`src/rtl/sync_filter_bank_if.sv`:
```
// Port bundle for sync_filter_bank: raw inputs in, filtered levels and edge events out.
interface sync_filter_bank_if #(
    parameter int CH = 4
);
    logic [CH-1:0] din;
    logic [CH-1:0] dout;
    logic [CH-1:0] rise;
    logic [CH-1:0] fall;
    logic          change_any;

    modport master (output din, input dout, rise, fall, change_any);
    modport slave  (input din, output dout, rise, fall, change_any);
endinterface

```
`src/rtl/sync_filter_bank.sv`:
```
// Per-channel synchroniser plus stability filter for asynchronous safety inputs.
// Optional rise/fall/change_any event flops are built when SYNC_FILTER_EDGE_EN is defined.
module sync_filter_bank #(
    parameter int            CH        = 4,
    parameter int            STAGES    = 2,
    parameter int            FILTER    = 4,
    parameter logic [CH-1:0] RESET_VAL = '0
) (
    input logic               clk,
    input logic               rstn,
    sync_filter_bank_if.slave bus
);
    localparam int            CW       = $clog2(FILTER + 1);
    localparam logic [CW-1:0] CNT_LAST = CW'(FILTER - 1);

    logic [CH-1:0] sync_q [STAGES];
    logic [CH-1:0] sq;
    logic [CW-1:0] cnt_q  [CH];
    logic [CW-1:0] cnt_d  [CH];
    logic [CH-1:0] dout_q;
    logic [CH-1:0] dout_d;

    // Pure flop chain: s[0] is the only flop sampling the asynchronous pins.
    always_ff @(posedge clk or negedge rstn) begin
        if (!rstn) begin
            for (int k = 0; k < STAGES; k++) sync_q[k] <= RESET_VAL;
        end else begin
            sync_q[0] <= bus.din;
            for (int k = 1; k < STAGES; k++) sync_q[k] <= sync_q[k-1];
        end
    end

    assign sq = sync_q[STAGES-1];

    // Any return of sq to dout clears the count, so only FILTER consecutive
    // differing cycles move dout.
    always_comb begin
        dout_d = dout_q;
        for (int i = 0; i < CH; i++) begin
            cnt_d[i] = '0;
            if (sq[i] != dout_q[i]) begin
                if (cnt_q[i] == CNT_LAST) dout_d[i] = sq[i];
                else                      cnt_d[i] = cnt_q[i] + CW'(1);
            end
        end
    end

    always_ff @(posedge clk or negedge rstn) begin
        if (!rstn) begin
            dout_q <= RESET_VAL;
            for (int i = 0; i < CH; i++) cnt_q[i] <= '0;
        end else begin
            dout_q <= dout_d;
            for (int i = 0; i < CH; i++) cnt_q[i] <= cnt_d[i];
        end
    end

    assign bus.dout = dout_q;

`ifdef SYNC_FILTER_EDGE_EN
    logic [CH-1:0] rise_q;
    logic [CH-1:0] fall_q;
    logic          change_any_q;

    // Events are computed from the next dout so they line up with the new level.
    always_ff @(posedge clk or negedge rstn) begin
        if (!rstn) begin
            rise_q       <= '0;
            fall_q       <= '0;
            change_any_q <= 1'b0;
        end else begin
            rise_q       <= dout_d & ~dout_q;
            fall_q       <= ~dout_d & dout_q;
            change_any_q <= |(rise_q | fall_q);
        end
    end

    assign bus.rise       = rise_q;
    assign bus.fall       = fall_q;
    assign bus.change_any = change_any_q;
`else
    assign bus.rise       = '0;
    assign bus.fall       = '0;
    assign bus.change_any = 1'b0;
`endif

endmodule

```
`src/flat_wrapper.sv`:
```
// flat-port wrapper written by rule: the top's interface ports become plain ports
module sync_filter_bank_flat 
#(
    parameter int            CH        = 4,
    parameter int            STAGES    = 2,
    parameter int            FILTER    = 4,
    parameter logic [CH-1:0] RESET_VAL = '0
)
  (clk, rstn, bus_din, bus_dout, bus_rise, bus_fall, bus_change_any);
  sync_filter_bank_if #(.CH(CH)) bus_i ();
  input logic clk;
  input logic rstn;
  input wire logic [$bits(bus_i.din)-1:0] bus_din;
  output wire logic [$bits(bus_i.dout)-1:0] bus_dout;
  output wire logic [$bits(bus_i.rise)-1:0] bus_rise;
  output wire logic [$bits(bus_i.fall)-1:0] bus_fall;
  output wire logic [$bits(bus_i.change_any)-1:0] bus_change_any;
  assign bus_i.din = bus_din;
  assign bus_dout = bus_i.dout;
  assign bus_rise = bus_i.rise;
  assign bus_fall = bus_i.fall;
  assign bus_change_any = bus_i.change_any;
  sync_filter_bank #(.CH(CH), .STAGES(STAGES), .FILTER(FILTER), .RESET_VAL(RESET_VAL)) u_core (.clk(clk), .rstn(rstn), .bus(bus_i));
endmodule
```
`config.mk`:
```
export PLATFORM = sky130hd
export DESIGN_NAME = sync_filter_bank_flat
export DESIGN_NICKNAME = d
export VERILOG_FILES = /design/src/rtl/sync_filter_bank_if.sv /design/src/rtl/sync_filter_bank.sv /design/src/flat_wrapper.sv
export SDC_FILE = /design/constraint.sdc
export NUM_CORES = 1
export LEC_CHECK = 0
export ABC_AREA = 0
export BUFFER_PORTS_ARGS = -buffer_cell sky130_fd_sc_hd__buf_2
export CAP_MARGIN = 15
export CORE_UTILIZATION = 48
export DETAILED_ROUTE_END_ITERATION = 10
export PLACE_DENSITY = 0.67
export SLEW_MARGIN = 25
export SYNTH_ARGS = -nofsm -noshare
export SYNTH_HDL_FRONTEND = slang
export SYNTH_SLANG_ARGS = --single-unit
```
`constraint.sdc`:
```
create_clock -name clk -period 1.5 [get_ports clk]
set_clock_uncertainty 0.2 [all_clocks]
set_input_delay 0.3 -clock clk [delete_from_list [all_inputs] [get_ports clk]]
set_output_delay 0.3 -clock clk [all_outputs]
set_load 0.005 [all_outputs]
```
=== Word-level counts from Yosys, hierarchy flattened ===
Index checks and enable logic that the tools add are counted.

* Muxes and demuxes: 8
* Reduce and logical (&&, ||, !) cells: 4
* $add $sub $neg: 4
* Eq/ne operators: 8

{| class="wikitable"
|+ Operators by type and width
! kind !! number
|-
| two-way mux 3 bit || 8
|-
| adder 3 x 1 -> 3 bit (second input constant) || 4
|-
| equality test 3 x 2 -> 1 bit (second input constant) || 4
|-
| AND reduction 2 bit || 4
|-
| inequality test 1 bit || 4
|}

* Output and inout bits: 13
* Input bits: 6
* Bits in registers: 24
* Logic and storage cells: 34

=== Logic depth before layout (Yosys ltp) ===
Gate-level depths: netlist (run 1).

* Depth in word-level cells: 3
* Depth in mapped cells: 3
* Gate-level depth less buffers: 3

=== Worst setup path before layout (run 1) ===
Ideal clock, no wire load.

* Kind: register to register
* Start point: reg u_core.cnt_q[9] (netlist name)
* End point: reg u_core.dout_q[0], in the netlist u_core.bus.dout[0]
* Setup time: 125 ps
* Period minus slack after synthesis: 1276 ps
* Arrival: 951 ps
* Data required time: 1175 ps
* Stages on the path, launching flop included: 4
* Path slack: 224 ps
* Buffers on the path: 0
* Cell sequence: dfrtp_1 > ha_1 > nor2b_4 > mux2_2

* Word-level cells in the longest chain between the ends: 2

{| class="wikitable"
|+ RTL lines
! what !! line !! source
|-
| from (decl) || sync_filter_bank.sv:18 || <nowiki>logic [CW-1:0] cnt_q [CH];</nowiki>
|-
| equality test 3 x 2 -> 1 bit || sync_filter_bank.sv:42 || <nowiki>if (cnt_q[i] == CNT_LAST) dout_d[i] = sq[i];</nowiki>
|-
| AND reduction 2 bit (no line) || n/a ||
|-
| to (signal assigned) || sync_filter_bank.sv:53 || <nowiki>dout_q <= dout_d;</nowiki>
|-
| to (decl) || sync_filter_bank.sv:20 || <nowiki>logic [CH-1:0] dout_q;</nowiki>
|}

No other way between the ends.
A chain may end at the register's enable or synchronous reset.

=== Final worst setup path (run 1) ===
* Start point: reg u_core.dout_q[2], in the netlist u_core.bus.dout[2]
* End point: out bus_dout[2]

{| class="wikitable"
|+ RTL lines
! what !! line !! source
|-
| to (decl) || flat_wrapper.sv:14 || <nowiki>output wire logic [$bits(bus_i.dout)-1:0] bus_dout;</nowiki>
|}

No word-level cell between the ends.

==> results of run 1 <==
[final cells by class]
| cell class | instances | area, um2 |
|---|---|---|
| Fill cell | 148 | 707 |
| Sequential cell | 24 | 601 |
| Multi-Input combinational cell | 37 | 297 |
| Timing Repair Buffer | 14 | 95.1 |
| Tap cell | 25 | 31.3 |
| Clock inverter | 1 | 30.0 |
| Clock buffer | 3 | 22.5 |
[metrics by stage]
stage / hold WS [ns] / area (um2) / setup WS, ns / std cells / utilization, %
final: 0.161 / 1080 / 0.140 / 104 / 60.4
after global routing: 0.174 / 1080 / 0.0840 / 104 / 60.4
after CTS: 0.171 / 1080 / 0.121 / 104 / 60.4
after detailed placement: 0.101 / 973 / 0.166 / 95 / 54.6
after global placement: 0.0994 / 973 / 0.172 / 95 / 54.6
after floorplan: -0.196 / 965 / 0.224 / 70 / -
[worst paths after layout]
kind / end / cells after the start
max: bus_dout[2] / 1
min: u_core.sq[3]$_DFF_PN0_ / 0
max reg2reg: u_core.bus.dout[0]$_DFFE_PN0P_ / 3
min reg2reg: u_core.sq[3]$_DFF_PN0_ / 0
max in group asynchronous: u_core.cnt_q[7]$_DFF_PN0_ / 2
min in group asynchronous: u_core.cnt_q[2]$_DFF_PN0_ / 2
[placed cells by master (no fill, tap or decap)]
cell type      synthesis  routed
dfrtp_1               24      24
conb_1                 1       9
buf_2                  0       9
nor3b_1                6       6
dlygate4sd3_1          0       5
xnor2_1                4       4
nor2b_4                4       4
nor3_1                 4       4
mux2_2                 4       4
ha_1                   4       4
clkbuf_4               0       3
nor2b_1                2       2
bufinv_16              0       1
[power by group through the flow]
stage               Sequential (W)  Clock, W  Combinational, W
finish                    0.000886  0.000448          0.000418
global route              0.000907  0.000490          0.000472
CTS                       0.000889  0.000467          0.000427
detailed placement        0.000904         0          0.000416
global placement          0.000897         0          0.000398
floorplan                 0.000894         0          0.000307
[registers in the layout, indices dropped and copies added (netlist names)]
register,cells
u_core.sq,4
u_core.sync_q,4
u_core.bus.dout,4
u_core.cnt_q,12
[per-layer routing]
metal	track usage [%]	part of all wire, %	vias to the layer above
li1	-	-	224
met1	15.4	51	211
met2	18.6	44	14
met3	3.53	5.0	0
met4	5.29	0	0
met5	0	0	-
[kinds of logic (layout without fill, tap and decap cells)]
family | count (synthesis) | in the layout | synth area share [%]
other | 1 | 9 | 0.401
buffers and inverters | 9 | 18 | 7.23
XOR/XNOR | 4 | 4 | 3.75
multiplexers | 4 | 4 | 4.82
adder cells (fa/ha/maj) | 4 | 4 | 5.35
AND/OR/NAND/NOR | 16 | 16 | 14.2
flip-flops | 24 | 24 | 64.3
[timing repair]
action | in CTS | in global routing
hold buffers | 5 | 0
resized for setup | 0 | 0
hold endpoints to repair | 28 | 0
==> reports/summary.md, run 1 <==
The commonest cells after synthesis are dfrtp_1, buf_4, nor3b_1. The die is 46.1 um wide. The register-to-register setup slack was 0.15 ns.

dfrtp_1 takes more of the synthesized area than any other cell. For this run the aggregate overflow at the end of global routing stands at 0. H-tree depth reported by CTS: 1. The tools report the core region area as 1780 um2.

The critical path starts at u_core.bus.dout[2]$_DFFE_PN0P_. The launch instance of the worst register-to-register path was u_core.cnt_q[9]$_DFF_PN0_. In the final design database the tool counted 90 nets. The buffer and inverter count on the worst path is 1, and the Yosys warning count is 0.

Yosys attributes the largest share of cell area to dfrtp_1, buf_4, nor2b_4, ha_1, mux2_2. Most repeated cell in the gate-level netlist after synthesis: dfrtp_1. For this configuration, the core starts out at a cell density of 52.4%. The flow ran to the end, and the final reports show no timing, DRC or antenna violations. Across every metal layer, demand over resource in global routing totals 11.9%.

For the number of antenna violations at the first check in global routing, the log shows 0. TritonCTS built the clock tree. Portion of total power attributed to sequential cells: 50.6%. The via count of the first global-routing pass is 441, and the arrival time at the worst endpoint is 0.86 ns.

In this run the cell area of the synthesized design comes to 935 um2. The slowest stage of the critical path is the dfrtp_1 cell. The first global-routing pass estimated 1750 um of wire. In this run the vertical extent of the chip is 46.1 um.

The number of buffers on the longest clock path is 2, and the top fanout value on the critical path is 3. The critical path is of the flop to output port type. In this run, distinct cell masters in the synthesized netlist total 10. The first-pass iteration count of the detailed router was 1. Wires add up to 979 um. Setup repair after global routing left no endpoint under its margin. The tightest min-delay check is of the flop to flop type.

The first routing iteration left 0 violations. The share of total power dissipated in the clock network is 25.6%. The floorplan has 15 rows. Sequential cells were found to cover 64.3% of the synthesized design area. Counting flops with a built-in enable in the synthesized netlist gives 0. For the finished layout, the period the worst path requires is 1.36 ns. Walking the worst path, the cells encountered are buf_2. The total inserted antenna cells was 0. Averaged over all synthesized cells, the footprint is 15.1 um2.

In this run the post-CTS setup repair buffer count came out at 0. The floorplan step defined a die boundary enclosing 2130 um2. The area growth from synthesis to layout is 15.1%. Prevailing post-synth register cell: dfrtp_1. The tools report the CTS root buffer as clkbuf_4. The final max-slew violation count was 0. The number of register bits inferred by synthesis is 24, and the clock transition at the registers of the reported paths is 0.12 ns. The run gives 0.735 GHz as the highest attainable clock frequency. Counting flops with an async set or reset pin after synthesis yields a share of 100%. The maximum cell stage delay along the critical path works out to 0.42 ns. The tools report the internal cell power as 0.00132 W. The worst setup path is launched from a flop. Summed over its instances, the top area cell type makes up 64.3% of the synthesized netlist area. Routability-driven placement finished with a final weighted congestion of 0.700. The critical path data required time was 1.00 ns; the detailed placement HPWL was 735 um. The pin count of the biggest net entering global routing is 25, and the final period utilization is 90.7%.

The logs give 0 for the reported max-cap violation count and 0 ns for the sum of negative setup slack. In this run, the combinational gates consume 23.9% of the power. Switching share of power: 24.9%. For this run, design rule violations remaining after detail routing come to 0. The total CTS buffers was 3; the post-synthesis cell count was 62. Static leakage: 0.511 nW. Among cell families on the critical path, the largest total delay comes from flip-flops. In the final layout, the share of cells above drive strength 1 is 26.6%.

After layout, the design draws a total of 0.00175 W. In this run the power density over the cells is 1630 nW/um2. The tools report the source-to-sink clock delay at the later pin of the worst-skew pair as 0.30 ns. The hold violation count in the final report was 0; the count of buffers inserted at the top-level ports was 9. For the worst IR drop on VDD, the log shows 0.000954 V. Clock tree synthesis found a total of 24 sinks.

In the final routed layout, each cell accounts on average for 9.41 um. The final antenna-violating net count came out at 0. The kind of capture point of the worst setup path is an output port. Setup violations remaining at the end of the flow were counted as 0. Summing over every cut layer, the via total after detailed routing is 449.

After detailed routing, the number of vias per cell comes to 4.32. The start point of the worst hold path was u_core.sync_q[7]$_DFF_PN0_. The tools report the switching power total as 0.000437 W. The count of boundary I/O pins is 19.
No activity file was read; power rests on OpenSTA's default activity.
==> run 2: changes to the inputs <==
REMOVE_ABC_BUFFERS = 1   (was unset)
==> run 2 against run 1 <==
Net effect: wire length increased by 5.3%; largest power group unchanged; core utilization decreased by 0.91 points; critical path type unchanged; worst setup slack got worse by 0.0050 ns; cell count unchanged; design area decreased by 1.5%.
==> reports/summary.md, run 2 (synthesis results as in run 1) <==
H-tree depth reported by CTS: 1 (unchanged). The detailed placement HPWL is 737 um (+0.24%). The flow ran to the end, and the final reports show no timing, DRC or antenna violations.

The number of flip-flops in the largest register is 12 (unchanged). For the sum of routed wire segments on met1, the log shows 502 um (+0.40%). The hold violation count in the final report is 0 (unchanged), and the wire length per cell after detailed routing is 9.91 um (+5.3%).

The initial detailed-routing violation count came out at 1 (+1). The logs give 52.4% (unchanged) for the effective utilization at floorplan and 1030 um (+5.3%) for the final routed wirelength across all metal layers. The total CTS buffers is 3 (unchanged), and the static leakage is 0.504 nW (-1.4%). The final max-slew violation count was 0 (unchanged); the wire length of the first global-routing pass was 1770 um (+1.6%). The tools report the via count of the first global-routing pass as 426 (-3.4%). The run gives 0.674 (-3.8%) as the routability congestion estimate. The setup-violating endpoint count in the final report came out at 0 (unchanged). The logs give 0 (unchanged) for the total inserted antenna cells and 24 (unchanged) for the number of clock sinks.

The buffer and inverter count on the worst path works out to 1 (unchanged). Most common cell after layout, fill and taps aside: dfrtp_1. On the critical path the largest part of the delay comes from flip-flops.

The minimum clock period after layout is 1.36 ns (+0.00505 ns), and the number of antenna violations at the first check in global routing is 0 (unchanged). The worst setup path is launched from a flop. The width of the die was 46.1 um (unchanged). The core region area was 1780 um2 (unchanged); the pin count of the biggest net entering global routing was 25 (unchanged). The run gives 104 (unchanged) as the number of standard cells in the layout, taps in and fillers out. More flip-flops sit in one register than any other, and that register is u_core.cnt_q. The run gives 0.000897 V (-6.0%) as the worst IR drop on VDD. The amount of wire on met3 after detailed routing is 52 um (+6.1%).

The highest layer touched by signal routing is met4. The count of instances resized after the clock tree is built is 0 (unchanged), and the top fanout value on the critical path is 3 (unchanged). The proportion of layout cells with a drive suffix above 1 works out to 26.6% (unchanged). The placed instance count is 95 (unchanged). The routed via count came out at 451 (+0.45%). The library cells used most frequently in the layout, excluding fill and tap cells, are dfrtp_1, conb_1, buf_2. The tools report the floorplan row count as 15 (unchanged).

Setup repair after global routing left no endpoint under its margin. Number of post-CTS setup repair buffers: 0 (unchanged). The DRC violation count after routing came out at 0 (unchanged). The logs give 463 um (+7.9%) for the total length of routed met2 wires and 2130 um2 (unchanged) for the die outline area. The net count reported at finish is 90 (unchanged).

The routed via count divided by cell count was 4.34 (+0.45%); the clock transition at the registers of the reported paths was 0.12 ns (about the same). The tools report the critical path data required time as 1.00 ns (about the same). Final antenna-violating net count: 0 (unchanged). Share of the core filled with cells: 59.4% (-0.91 points). Global-route usage over all layers: 12.5% (+0.63 points). The highest attainable clock frequency is 0.733 GHz (-0.37%). The worst setup path is captured at an output port. The maximum cell stage delay along the critical path is 0.43 ns (about the same), and the first-pass iteration count of the detailed router is 2 (+1).

From synthesis to final layout, the design area changed by 13.4%. The sum of negative setup slack is 0 ns (unchanged). The number of buffers on the longest clock path is 2 (unchanged), and the count of boundary I/O pins is 19 (unchanged). Source-to-sink clock delay at the later pin of the worst-skew pair: 0.30 ns (about the same). Arrival time at the worst endpoint: 0.86 ns (about the same).

Traced cell by cell, the critical path runs through buf_2. The y dimension of the die is 46.1 um (unchanged), and the reported max-cap violation count is 0 (unchanged). The count of buffers inserted at the top-level ports works out to 9 (unchanged). TritonCTS built the clock tree. The classification of the worst-slack hold path was flop to flop. Overflow left after global routing: 0 (unchanged).

The final period utilization came out at 91.0% (+0.34 points). The tree is rooted in a clkbuf_4. The slowest cell on the critical path was dfrtp_1.

The worst setup path is of the flop to output port kind. Power density relative to cell area: 1540 nW/um2 (-5.2%).
## run 2: path summary, 6_finish.rpt
check | startpoint | end | slack (ns) | depth (start not counted)
min | u_core.sync_q[7]$_DFF_PN0_ | u_core.sq[3]$_DFF_PN0_ | 0.16 | 0
max | u_core.bus.dout[0]$_DFFE_PN0P_ | bus_dout[0] | 0.14 | 1
max reg2reg | u_core.cnt_q[0]$_DFF_PN0_ | u_core.bus.dout[3]$_DFFE_PN0P_ | 0.15 | 3
min in group asynchronous | rstn | u_core.cnt_q[10]$_DFF_PN0_ | 0.28 | 2
min reg2reg | u_core.sync_q[7]$_DFF_PN0_ | u_core.sq[3]$_DFF_PN0_ | 0.16 | 0
max in group asynchronous | rstn | u_core.bus.dout[1]$_DFFE_PN0P_ | 0.49 | 2
## run 2: report_power, final
part,internal (W),switching [W],total [W],leakage [nW]
Clock,0.000148,0.000177,0.000325,0.0210
Combinational,0.000247,0.000176,0.000423,0.183
Sequential,0.000798,0.0000891,0.000887,0.300
Total,0.00119,0.000442,0.00164,0.504
## run 2: layout make-up
class / count / area (um2)
clock buffers: 4 / 36.3
fillers: 152 / 723
multi-input cells: 37 / 297
flip-flops and latches: 24 / 601
well taps: 25 / 31.3
repair buffers: 14 / 95.1
## run 2: metrics by stage
stage	power (W)	cell area, um2	hold WS, ns	setup slack (ns)
after detailed placement	0.00133	973	0.103	0.163
after global placement	0.00130	973	0.103	0.178
final	0.00164	1060	0.164	0.135
after CTS	0.00166	1060	0.165	0.116
after floorplan	0.00118	897	-0.196	0.224
after global routing	0.00177	1060	0.176	0.0729
## run 2: per-layer routing
layer  global-route usage, %  up-vias
met3                    5.88        2
met2                    18.6       17
met1                    15.7      211
met5                       0        -
met4                    5.29        0
li1                        -      221
## run 2: repair_timing
action / 4_1_cts / 5_1_grt
endpoints found under the setup margin: 0 / 0
hold buffers: 5 / 0
hold endpoints to repair: 28 / 0
==> run 3: changes to the inputs <==
clock period = 1.8 ns   (was 1.5 ns; I/O delays follow)
==> run 3 against run 2 <==
Net effect: count of clock-buffer cells in the layout shrank 1; sequential power fell by 17%; hold slack got worse by 0.00064 ns; total power down 11%; core utilization rose by 0.91 points; sequential share of layout area fell by 0.86 points; global-route usage down 0.16 points; highest routed layer is now met3.
==> reports/summary.md, run 3 (synthesis results as in run 1) <==
The flow ran to the end, and the final reports show no timing, DRC or antenna violations. The clock transition at the registers of the reported paths was 0.13 ns (about the same); the detailed placement HPWL was 724 um (-1.7%). The worst IR drop on VDD was 0.000726 V (-19%); the effective utilization at floorplan was 52.4% (unchanged).

Counting I/O delays and the setup requirement, the final critical path takes 1.42 ns. The proportion of layout cells with a drive suffix above 1 was 26.6% (unchanged); the number of post-CTS setup repair buffers was 0 (unchanged). The arrival time at the worst endpoint was 0.86 ns (about the same). Setup repair after global routing left no endpoint under its margin.

The buffer and inverter count on the worst path is 1 (unchanged). The static leakage is 0.511 nW (+1.4%). Type of the worst setup path: flop to output port. The via count of the first global-routing pass came out at 419 (-1.6%).

Slowest cell on the critical path: dfrtp_1. The hold violation count in the final report came out at 0 (unchanged). The run gives 451 (unchanged) as the routed via count. Top register by number of flip-flops: u_core.cnt_q.

Wire length per cell after detailed routing: 9.74 um (-1.7%). Compared with the post-synthesis result, the final layout area differs by 15.1%. The initial detailed-routing violation count is 1 (unchanged).

The CTS root buffer was clkbuf_4. After layout, the worst path uses 79.1% of the clock period. Floorplan row count: 15 (unchanged). Traced cell by cell, the critical path runs through buf_2. Leaving out fill and tap cells, the most frequent cells in the layout are dfrtp_1, conb_1, buf_2. Pin count of the biggest net entering global routing: 25 (unchanged). The count of boundary I/O pins is 19 (unchanged). Routed via count divided by cell count: 4.34 (unchanged). The power density relative to cell area works out to 1360 nW/um2 (-12%).

The maximum cell stage delay along the critical path was 0.42 ns (about the same). The source-to-sink clock delay at the later pin of the worst-skew pair was 0.30 ns (about the same); the global-route usage over all layers was 12.4% (-0.16 points). The count of buffers inserted at the top-level ports was 9 (unchanged); the number of buffers on the longest clock path was 2 (unchanged). The H-tree depth reported by CTS is 1 (unchanged). The logs give 1010 um (-1.7%) for the final routed wirelength across all metal layers and 1780 um2 (unchanged) for the core region area. The tools report the type of origin of the critical path as a flop. The total inserted antenna cells is 0 (unchanged). The routability congestion estimate was 0.674 (about the same). The width of the die works out to 46.1 um (unchanged). The kind of cell with the highest combined delay along the critical path is flip-flops. The critical path data required time came out at 1.24 ns (+0.24 ns). The sum of negative setup slack is 0 ns (unchanged). The tools report the total CTS buffers as 3 (unchanged).

Final antenna-violating net count: 0 (unchanged). The final max-slew violation count is 0 (unchanged). The reported max-cap violation count was 0 (unchanged). STA classifies the critical path endpoint as an output port. The logs give 0 (unchanged) for the number of antenna violations at the first check in global routing and 0 (unchanged) for the overflow left after global routing.

For the first-pass iteration count of the detailed router, the log shows 2 (unchanged). The run gives 0.44 ns (+0.29 ns) as the register-to-register setup slack. Setup-violating endpoint count in the final report: 0 (unchanged). The number of flip-flops in the largest register was 12 (unchanged).

TritonCTS built the clock tree. Static timing analysis puts the maximum clock frequency at 0.703 GHz. The die outline area is 2130 um2 (unchanged), and the y dimension of the die is 46.1 um (unchanged).

For the wire length of the first global-routing pass, the log shows 1760 um (-0.79%). The min-delay analysis places its worst path in the category flop to flop. The logs give 0.00146 W (-11%) for the total power after layout and 24 (unchanged) for the number of clock sinks. The share of the core filled with cells was 60.4% (+0.91 points). The library cell used most frequently in the layout, excluding fill and tap cells, is dfrtp_1. Net count reported at finish: 90 (unchanged). The DRC violation count after routing is 0 (unchanged). The worst hold-check slack is 0.163 ns (-0.000640 ns), and the top fanout value on the critical path is 3 (unchanged).
-- run 3: power breakdown --
group / total, W / switching [W] / internal (W)
clock: 0.000371 / 0.000146 / 0.000225
sequential: 0.000738 / 0.0000726 / 0.000665
combinational: 0.000350 / 0.000145 / 0.000205
-- run 3: final cells by class --
type	count	area, um2
well taps	25	31.3
multi-input cells	37	297
clock inverters	1	30.0
clock buffers	3	22.5
flip-flops and latches	24	601
repair buffers	14	95.1
fillers	148	707
-- run 3: layer usage --
metal | global-route usage [%] | up-vias | routed length (um)
met5 | 0 | - | 0
met4 | 3.53 | 0 | 0
met3 | 7.06 | 0 | 45
met2 | 18.0 | 15 | 487
met1 | 15.7 | 216 | 481
li1 | - | 220 | -
-- run 3: worst paths after layout --
kind,from,to,depth (start not counted)
max reg2reg,u_core.cnt_q[0]$_DFF_PN0_,u_core.bus.dout[3]$_DFFE_PN0P_,3
min in group asynchronous,rstn,u_core.cnt_q[6]$_DFF_PN0_,2
min reg2reg,u_core.sync_q[7]$_DFF_PN0_,u_core.sq[3]$_DFF_PN0_,0
min,u_core.sync_q[7]$_DFF_PN0_,u_core.sq[3]$_DFF_PN0_,0
max,u_core.bus.dout[0]$_DFFE_PN0P_,bus_dout[0],1
max in group asynchronous,rstn,u_core.sq[0]$_DFF_PN0_,2
-- run 3: stage by stage --
stage	instance area, um2	setup slack (ns)	std cells
2_1_floorplan	897	0.524	61
3_3_place_gp	973	0.478	95
3_5_place_dp	973	0.459	95
4_1_cts	1080	0.357	104
5_1_grt	1080	0.319	104
6_report	1080	0.377	104
-- run 3: what timing repair did --
item / 4_1_cts / 5_1_grt
resized for setup: 0 / 0
endpoints found under the setup margin: 0 / 0
endpoints found under the hold margin: 28 / 0
hold buffers: 5 / 0
